## src/rtl/id_ex_stage.sv

```systemverilog
// ID/EX pipeline register. It inserts load-use bubbles, bypasses same-cycle write-back
// data into the captured operands, and keeps saturating stall and flush counters.
module id_ex_stage #(
  parameter int XLEN   = 64,
  parameter int CTRL_W = 8,
  parameter int CNT_W  = 32
) (
  input  logic              clk,
  input  logic              reset,
  input  logic              id_valid,
  input  logic [4:0]        id_rs1,
  input  logic [4:0]        id_rs2,
  input  logic              id_uses_rs2,
  input  logic [4:0]        id_rd,
  input  logic [XLEN-1:0]   id_rdata1,
  input  logic [XLEN-1:0]   id_rdata2,
  input  logic [XLEN-1:0]   id_imm,
  input  logic [XLEN-1:0]   id_pc,
  input  logic [CTRL_W-1:0] id_ctrl,
  input  logic              id_mem_read,
  input  logic              id_reg_write,
  input  logic              wb_reg_write,
  input  logic [4:0]        wb_rd,
  input  logic [XLEN-1:0]   wb_data,
  input  logic              flush,
  output logic              stall_id,
  output logic              ex_valid,
  output logic [4:0]        ex_rs1,
  output logic [4:0]        ex_rs2,
  output logic [4:0]        ex_rd,
  output logic [XLEN-1:0]   ex_rdata1,
  output logic [XLEN-1:0]   ex_rdata2,
  output logic [XLEN-1:0]   ex_imm,
  output logic [XLEN-1:0]   ex_pc,
  output logic [CTRL_W-1:0] ex_ctrl,
  output logic              ex_mem_read,
  output logic              ex_reg_write,
  output logic [CNT_W-1:0]  stall_cnt,
  output logic [CNT_W-1:0]  flush_cnt
);

  logic              valid_q, valid_d;
  logic [4:0]        rs1_q, rs1_d, rs2_q, rs2_d, rd_q, rd_d;
  logic [XLEN-1:0]   rdata1_q, rdata1_d, rdata2_q, rdata2_d;
  logic [XLEN-1:0]   imm_q, imm_d, pc_q, pc_d;
  logic [CTRL_W-1:0] ctrl_q, ctrl_d;
  logic              mem_read_q, mem_read_d, reg_write_q, reg_write_d;
  logic [CNT_W-1:0]  stall_cnt_q, stall_cnt_d, flush_cnt_q, flush_cnt_d;
  logic              hazard;
  logic [XLEN-1:0]   opnd1, opnd2;

  // The regfile writes on the same edge we capture, so its read port is still stale.
  function automatic logic [XLEN-1:0] sel_operand(input logic [4:0]      idx,
                                                  input logic [XLEN-1:0] rdata,
                                                  input logic            wb_we,
                                                  input logic [4:0]      wb_idx,
                                                  input logic [XLEN-1:0] wb_val);
    if (idx == 5'd0)                    return '0;
    else if (wb_we && (wb_idx == idx))  return wb_val;
    else                                return rdata;
  endfunction

  assign hazard = valid_q & mem_read_q & (rd_q != 5'd0) & id_valid &
                  ((rd_q == id_rs1) | (id_uses_rs2 & (rd_q == id_rs2)));
  assign stall_id = hazard & ~flush & ~reset;

  assign opnd1 = sel_operand(id_rs1, id_rdata1, wb_reg_write, wb_rd, wb_data);
  assign opnd2 = sel_operand(id_rs2, id_rdata2, wb_reg_write, wb_rd, wb_data);

  always_comb begin
    valid_d     = valid_q;
    rs1_d       = rs1_q;
    rs2_d       = rs2_q;
    rd_d        = rd_q;
    rdata1_d    = rdata1_q;
    rdata2_d    = rdata2_q;
    imm_d       = imm_q;
    pc_d        = pc_q;
    ctrl_d      = ctrl_q;
    mem_read_d  = mem_read_q;
    reg_write_d = reg_write_q;
    stall_cnt_d = stall_cnt_q;
    flush_cnt_d = flush_cnt_q;
    if (flush || hazard) begin
      // Bubble: only the qualifying bits are cleared, data fields hold.
      valid_d     = 1'b0;
      ctrl_d      = '0;
      mem_read_d  = 1'b0;
      reg_write_d = 1'b0;
      if (flush) begin
        if (id_valid && (flush_cnt_q != '1)) flush_cnt_d = flush_cnt_q + 1'b1;
      end else begin
        if (stall_cnt_q != '1) stall_cnt_d = stall_cnt_q + 1'b1;
      end
    end else begin
      valid_d     = id_valid;
      rs1_d       = id_rs1;
      rs2_d       = id_rs2;
      rd_d        = id_rd;
      rdata1_d    = opnd1;
      rdata2_d    = opnd2;
      imm_d       = id_imm;
      pc_d        = id_pc;
      ctrl_d      = id_ctrl;
      mem_read_d  = id_mem_read;
      reg_write_d = id_reg_write;
    end
  end

  always_ff @(posedge clk) begin
    if (reset) begin
      valid_q     <= 1'b0;
      rs1_q       <= '0;
      rs2_q       <= '0;
      rd_q        <= '0;
      rdata1_q    <= '0;
      rdata2_q    <= '0;
      imm_q       <= '0;
      pc_q        <= '0;
      ctrl_q      <= '0;
      mem_read_q  <= 1'b0;
      reg_write_q <= 1'b0;
      stall_cnt_q <= '0;
      flush_cnt_q <= '0;
    end else begin
      valid_q     <= valid_d;
      rs1_q       <= rs1_d;
      rs2_q       <= rs2_d;
      rd_q        <= rd_d;
      rdata1_q    <= rdata1_d;
      rdata2_q    <= rdata2_d;
      imm_q       <= imm_d;
      pc_q        <= pc_d;
      ctrl_q      <= ctrl_d;
      mem_read_q  <= mem_read_d;
      reg_write_q <= reg_write_d;
      stall_cnt_q <= stall_cnt_d;
      flush_cnt_q <= flush_cnt_d;
    end
  end

  assign ex_valid     = valid_q;
  assign ex_rs1       = rs1_q;
  assign ex_rs2       = rs2_q;
  assign ex_rd        = rd_q;
  assign ex_rdata1    = rdata1_q;
  assign ex_rdata2    = rdata2_q;
  assign ex_imm       = imm_q;
  assign ex_pc        = pc_q;
  assign ex_ctrl      = ctrl_q;
  assign ex_mem_read  = mem_read_q;
  assign ex_reg_write = reg_write_q;
  assign stall_cnt    = stall_cnt_q;
  assign flush_cnt    = flush_cnt_q;

endmodule

```

## config.mk

```make
export PLATFORM = sky130hd
export DESIGN_NAME = id_ex_stage
export DESIGN_NICKNAME = d
export VERILOG_FILES = /design/src/rtl/id_ex_stage.sv
export SDC_FILE = /design/constraint.sdc
export NUM_CORES = 1
export LEC_CHECK = 0
export CAP_MARGIN = 20
export CORE_AREA = 2 2 273 275
export CTS_BUF_LIST = sky130_fd_sc_hd__clkbuf_4 sky130_fd_sc_hd__clkbuf_8
export DETAILED_ROUTE_END_ITERATION = 10
export DIE_AREA = 0 0 275 277
export PLACE_DENSITY_LB_ADDON = 0.12
export SLEW_MARGIN = 20
export SYNTH_ARGS = -nofsm -noshare
export SYNTH_HDL_FRONTEND = slang
export SYNTH_SLANG_ARGS = --single-unit
export TNS_END_PERCENT = 30
```

## constraint.sdc

```tcl
create_clock -name clk -period 4.5 [get_ports clk]
set_input_delay 0.675 -clock clk [delete_from_list [all_inputs] [get_ports clk]]
set_output_delay 0.675 -clock clk [all_outputs]
set_load 0.1 [all_outputs]
```

==> flow_summary_export.csv <==
group,metric,value,unit
status,status,"completed",
worst_setup_path,max_stage_delay,730,ps
placed_design,dpl-instance-area,22680,um2
clock_tree,clockBufferDepth,3,
worst_setup_path,critical_path.endpoint_type,"output port",
worst_setup_path,cp-start-kind,"primary input",
clock_tree,cts_tree,"yes",
timing,fmax,293.6,MHz
clock_tree,cts.sinks,346,
grt,grt_pass1_wl,96450,um
worst_setup_path,required,3830,ps
clock_tree,htreeDepth,3,
worst_setup_path,cp_top_family,"buffers and inverters",
synth,synthAdderAreaFrac,0.1710,%
floorplanning,io_pins,703,
floorplanning,die_x,275,um
placed_design,place_ws,1073,ps
route,m1WireLength,26770,um
synth,synth_compound_area_share,13.94,%
synth,netlist_instances,1635,
timing,hold_slack,451.3,ps
route,via_per_inst,4.398,
timing,fin_crit_sh,75.68,%
synth,synth-edff-count,0,
pwr,vdd_drop_max,0.2624,mV
final_layout,num-fill-cells,7679,
timing,slew_violations,0,
timing,setup_viol_count_final,0,
clock_tree,cts_setup_buffers,0,
synth,ys.flop_type,"dfxtp_1",
clock_tree,ctsHoldBuffers,0,
job,maxCapViolations,0,
synth,synthTopCellsByArea,"dfxtp_1 (47%), mux2i_1 (8.9%), nand2_1 (8.0%)",
timing,finalWorstPathRequiredPeriod,3406,ps
floorplanning,rows,100,
timing,fin_setup_tns,0,ps
route,drc,0,
synth,syn_nets,1993,
route,wire_per_inst,20.16,um
route,drt_iter0_markers,845,
route,routed_wl,67040,um
synth,synth_top_family_by_area,"simple AND/OR/NAND/NOR gates",
placed_design,routabilityCongestion,0.8192,
synth,async_flop_share,0,%
clock_tree,clkTransAtPathRegs,60,ps
grt,antenna_found_initial,16,
pwr,p_leak,8.247,nW
synth,synth.avg_cell_area,8.950,um2
clock_tree,numCtsBuffers,70,
final_layout,syn2layout_area_growth,65.18,%
route,first_pass_iters,6,
worst_setup_path,crit_type,"primary input to output port",
final_layout,finish.utilization,32.85,%
timing,relSlewSlack,19.48,%
grt,grt_usage,16.77,%
floorplanning,dieArea,76180,um2
synth,synth_largest_area_cell,"dfxtp_1",
route,wl_met2,31280,um
route,via_count,14620,
clock_tree,worstSkewPairLatency,640,ps
timing,setup_slack,1094,ps
route,top_layer,"met5",
grt,grt-ovfl-total,0,
synth,synthXorXnorAreaFrac,3.352,%
pwr,power,8.945,mW
final_layout,drive_gt1_share,7.319,%
worst_setup_path,cp_num_buf_inv,3,
route,routed-wl-met3,7091,um
timing,rsz0062_at_grt,"no",
synth,ys_seq_area_share,47.34,%
final_layout,fin_nets,2659,
synth,synth.mux.area_fraction,9.277,%
clock_tree,cts-root-buf,"clkbuf_8",
floorplanning,coreArea,73570,um2
route,ant_nets,0,
placed_design,place_inst,3198,
final_layout,final_cells,3325,
timing,finClkSkew,37.77,ps
synth,ys_seq_elements,346,
grt,grt_max_degree,171,
synth,yosysTopAreaCellShare,47.34,%
timing,tightestPinTransition,1204,ps
floorplanning,fp.dieH,277,um
worst_setup_path,cp_max_fo,10,
worst_setup_path,cp_cell_sequence,"clkdlybuf4s50_1 > xnor2_1 > nand4_1 > o22ai_1 > buf_4 > nand2_1 > nor2_1 > buf_12",
placed_design,numPortBuffers,702,
grt,grt_pass1_vias,14590,
hold_path,hp-class,"register to register",
pwr,power.density,370.1,nW/um2
floorplanning,start_util,19.89,%
synth,synthSimpleGateAreaFrac,21.88,%
synth,synthDistinctLibCells,50,
timing,finalHoldViolations,0,
clock_tree,cts_resized,0,
synth,synthesis.area,14630,um2
final_layout,final_design_area_no_fill,24170,um2
placed_design,dp_hpwl,48260,um
worst_setup_path,worstPathArrival,2730,ps
worst_setup_path,crit_path_top_delay_cell,"clkdlybuf4s50_1",
synth,ys_warn_count,0,
tightest hold or removal path, cell delays in order, from the launching register on:
cell and delay [ps]:
dfxtp_1 310, nand2_1 50, a21oi_1 50
final timing paths:
check                                 from             to  slack (ps)  depth (start not counted)
worst max-delay path             id_rs2[4]       stall_id        1090                          8
worst min register to register  ex_imm[48]     ex_imm[48]         450                          2
worst max register to register    ex_rd[4]  stall_cnt[15]        1950                          7
worst min-delay path            ex_imm[48]     ex_imm[48]         450                          2
cells by family (layout without fill, tap and decap cells):
kind of cell    after synthesis  in the layout
other cells                   0              6
xor+xnor                     56             56
mux                         135            135
flops                       346            346
compound gates              325            325
simple gates                632            632
fa+ha+maj                     2              2
buf+inv                     139            854
power by group:
part           internal [mW]  switching [mW]
clock network           1.97            1.51
logic                  0.663            1.51
registers               3.21          0.0831
total                   5.85            3.10
Yosys cell counts, types with 24 or more instances:
cell      number
a21oi_1      160
nor2_1        59
dfxtp_1      346
mux2i_1      130
nand2_1      312
nand3_1       27
o31ai_1      133
clkbuf_1      77
nand4_1       24
buf_2         49
xor2_1        32
xnor2_1       24
nand3b_1     129
per-layer routing:
metal	up-vias	GRT usage, %
met2	544	27.56
met4	22	5.960
li1	7097	-
met1	6839	19.18
met3	122	7.379
met5	-	0
cells in the final DEF (no fill, tap or decap), drive strengths merged, types with 2 or more instances in the layout:
master and n:
o31a 3, nand4 26, o31ai 133, nor2 60, diode 6, o21ba 4, clkdlybuf4s50 699, nand3b 129
clkinv 7, or3 12, nor2b 3, clkbuf 107, nor3b 3, ha 2, and3 14, nand2 312
and2 12, nand3 28, inv 11, o21ai 12, xnor2 24, o21bai 2, nor3 11, or4 9
and4 3, mux2 5, xor2 32, mux2i 130, clkinvlp 3, a21oi 161, nor4 9, dfxtp 346
buf 26
final cells by class:
class / instances / area [um2] / area share [%]
repair buffers: 725 / 7350 / 30.41
multi-input cells: 1150 / 7162 / 29.63
flip-flops and latches: 346 / 6927 / 28.66
clock buffers: 107 / 1348 / 5.575
well taps: 969 / 1212 / 5.016
clock inverters: 14 / 127.6 / 0.5280
inverters: 8 / 30.03 / 0.1242
diodes: 6 / 15.01 / 0.06212
sequential cells by signal, indices dropped and copies added, names as in the netlist, 5 cells and up:
signal     flops
ex_rs2         5
ex_imm        64
ex_rdata2     64
ex_rs1         5
ex_ctrl        8
flush_cnt     32
ex_rdata1     64
ex_rd          5
ex_pc         64
stall_cnt     32
No activity file was read; power rests on OpenSTA's default activity.
==> edit 1 (same flow settings) <==
Change the parameter `XLEN` from 64 to 72.
--- a/src/rtl/id_ex_stage.sv
+++ b/src/rtl/id_ex_stage.sv
@@ -2,5 +2,5 @@
 // data into the captured operands, and keeps saturating stall and flush counters.
 module id_ex_stage #(
-  parameter int XLEN   = 64,
+  parameter int XLEN   = 72,
   parameter int CTRL_W = 8,
   parameter int CNT_W  = 32
Interface: changed (9 resized); port bits go from 703 to 775. No check against the original RTL was run, so the function may have changed too.
==> edit 1 against the original RTL <==
- clock power increased by 9.2%
- synthesized cell count grew 9.1%
- sequential share of layout area barely moved
- total power rose by 9.9%
- cell count up 6.9%
- maximum frequency increased by 3.6%
- worst setup slack gained 120 ps
- critical path depth unchanged
- register-to-register slack got worse by 230 ps
- routed wire length grew 13%
- synthesized area grew 9.4%
- clock skew decreased by 6.2 ps
- cell area grew 9.2%
- sequential cell count up 32
==> edit 1: results (changes against the original RTL) <==
diodes: 9  # +3
nFillCells: 7559  # -1.6%
drt-total-wl_mm: 75.44  # +13%
drtIter0Drc: 865  # +2.4%
num-multi-input-gates: 1251  # +8.8%
first_global_vias: 16466  # +13%
synth_fa_ha_area_share_pct: 0.1563  # -0.015 points
period_needed_ps: 3288  # -118.0 ps
worstPathMaxFanout: 18  # +8
cpPeakStageDelay_ps: 650  # -80 ps
inverters: 6  # -2
numCtsBuffers: 76  # +8.6%
grt_pass1_wl_mm: 109.5  # +14%
ir_worst_vdd_v: 0.0002114  # -19%
clk_share_pct: 6.118  # +0.014 points
gp_congestion: 0.8331  # +1.7%
nonClkBufAreaFrac_pct: 30.90  # +0.49 points
n_clock_buffer: 117  # +9.3%
regArea_mm2: 0.007567  # +9.2%
synth-compound-area-share_pct: 13.53  # -0.41 points
arrival_ps: 2610  # -120 ps
yosysSeqAreaShare_pct: 47.27  # -0.064 points
finClkSkew_ps: 31.57  # -6.203 ps
status: "completed"
ys_types: 45  # -10%
instances_no_fill: 3553  # +6.9%
grt_use_total_pct: 18.96  # +2.2 points
hp-class: "primary input to flop"
synthTopCellsByCount: "378 x dfxtp_1, 345 x nand2_1, 174 x a21oi_1"
post-place-ws_ps: 907.0  # -165.8 ps
dp_hpwl_mm: 55.36  # +15%
synth_xor_area_share_pct: 3.173  # -0.18 points
==> edit 1: cell types whose count changed after synthesis, sizes merged, moves of 7 or more <==
cell    delta
xor2       +8
mux2i     +16
nand4      +7
nand2     +33
nand3b    +15
o31ai     +13
a21oi     +13
buf       +29
clkbuf    -12
dfxtp     +32
==> edit 1: worst paths after layout <==
kind | startpoint | to | cells after the start
min reg2reg | ex_imm[49] | ex_imm[49] | 2
max | id_rs2[0] | stall_id | 8
max reg2reg | stall_cnt[10] | stall_cnt[21] | 6
min | reset | stall_cnt[7] | 2
==> edit 1: where the power goes <==
part | internal (mW) | switching [mW] | leakage, nW
sequential | 3.51 | 0.0948 | 3.10
combinational | 0.739 | 1.69 | 5.17
clock | 2.16 | 1.63 | 0.854
total | 6.41 | 3.42 | 9.13
==> edit 1: per-layer routing <==
layer,GRT usage [%],part of all wire [%],vias up
met5,0,0.26,-
met2,33.44,50,564
met1,20.56,38,7640
met3,7.752,9.5,124
met4,5.710,2.2,30
li1,-,-,7767
==> edit 2 (same flow settings) <==
Without the edit above. Reset style: asynchronous (`reset`), changed in one clocked block.
--- a/src/rtl/id_ex_stage.sv
+++ b/src/rtl/id_ex_stage.sv
@@ -108,5 +108,5 @@
   end
 
-  always_ff @(posedge clk) begin
+  always_ff @(posedge clk or posedge reset) begin
     if (reset) begin
       valid_q     <= 1'b0;
Behaviour: differs if reset is asserted again (counterexample within 4 cycles, from zero or initial values and one cycle with reset high); with reset held inactive, the same outputs for 4 cycles.
==> edit 2 against the original RTL <==
- non-clock buffer count grew 8
- combinational power grew 71%
- via count shrank 14%
- cell count shrank 10%
- clock skew down 7.4 ps
- sequential cell count did not move
- die area unchanged
- register-to-register slack worse by 150 ps
- count of clock-buffer cells in the layout grew 1
- total power is 21% higher
- routed wire length decreased by 3.9%
- synthesized area up 8.0%
- cell area rose by 5.0%
- worst setup slack improved by 170 ps
- highest routed layer unchanged
==> edit 2: results (changes against the original RTL) <==
status: "completed"
grt_pass1_wl_mm: 93.47  # -3.1%
worst_slew_pin_slew_ps: 1157  # -47.51 ps
dr_wl_met2_mm: 33.47  # +7.0%
setup.worst_path.start: "id_rs1[0]"
power_leakage_nw: 10.42  # +26%
nFillCells: 7369  # -4.0%
vias_per_cell: 4.204  # -4.4%
ys_async_sr_fraction_pct: 100.0  # +100 points
nets: 2314  # -13%
min_from: "ex_rdata1[10]"
ir_worst_vdd_v: 0.0002017  # -23%
syn-num-nets: 1582  # -21%
worstPathMaxFanout: 5  # -5
wl_met3_mm: 5.066  # -29%
yosysSeqAreaShare_pct: 54.79  # +7.5 points
netlist_instances: 1224  # -25%
synthTopCellsByCount: "346 x dfrtp_1, 152 x nand2_1, 128 x mux2i_1, 128 x o31ai_1, 123 x mux2_4"
wl_met1_mm: 24.35  # -9.0%
gp_congestion: 0.8581  # +4.7%
grt_util_met2_pct: 29.15  # +1.6 points
synth_ff_type: "dfrtp_1"
wire_per_inst_um: 21.63  # +7.3%
yosys-top-cells-area: "dfrtp_1 55%, mux2_4 12%, mux2i_1 8.1%"
met1_usage_pct: 18.58  # -0.60 points
grt_max_degree: 103  # -40%
first_global_vias: 13397  # -8.2%
cts_resized: 0  # unchanged
grtUsageMet3_pct: 5.879  # -1.5 points
numCtsBuffers: 72  # +2.9%
dp_cells: 2851  # -11%
maxCapViolations: 0  # unchanged
drtIter0Drc: 500  # -41%
arrival_ps: 2560  # -170 ps
r2r_start: "ex_rd[0]"
ys_types: 35  # -30%
dp_hpwl_mm: 48.79  # +1.1%
post-place-ws_ps: 1069  # -3.510 ps
edit 2: stage by stage:
step                setup TNS, ps  hold slack, ps  power (mW)  area (µm²)
global placement                0           459.6       7.376       23880
detailed placement              0           464.9       7.386       23880
CTS                             0           464.5       10.99       25370
global route                    0           495.5       11.26       25380
floorplan                 -278690           781.2       6.210       15810
finish                          0           472.7       10.79       25380
edit 2: cells by family (layout without fill, tap and decap cells):
group / after synthesis / after routing / synth area share [%]
buf+inv: 95 / 875 / 4.292
mux: 273 / 273 / 21.36
flops: 346 / 346 / 54.79
simple gates: 291 / 291 / 8.473
xor+xnor: 80 / 80 / 4.434
compound gates: 137 / 137 / 6.485
fa+ha+maj: 2 / 2 / 0.1583
other cells: 0 / 7 / 0
edit 2: final timing paths:
| kind | end | slack (ps) | depth (start not counted) |
|---|---|---|---|
| max | stall_id | 1260 | 7 |
| min | ex_rdata1[10] | 470 | 2 |
| max reg2reg | ex_pc[8] | 1800 | 7 |
| min reg2reg | ex_rdata1[10] | 470 | 2 |
| max in group asynchronous | ex_imm[20] | 2710 | 3 |
| min in group asynchronous | stall_cnt[31] | 660 | 2 |
edit 2: where the power goes:
part	internal [mW]	switching (mW)
registers	3.39	0.189
logic	1.06	2.66
clock network	2.01	1.48
edit 2: final cells by class:
cell class | instances | share of cell area (%)
multi-input cells | 783 | 25.60
well taps | 969 | 4.776
clock buffers | 108 | 5.412
clock inverters | 14 | 0.4535
inverters | 20 | 0.3105
repair buffers | 733 | 29.27
flip-flops and latches | 346 | 34.11
diodes | 7 | 0.06901
edit 2: tightest hold or removal path, cell delays in order (launching register included):
cell and delay (ps):
dfrtp_1 330, nand2_1 50, o31ai_1 60
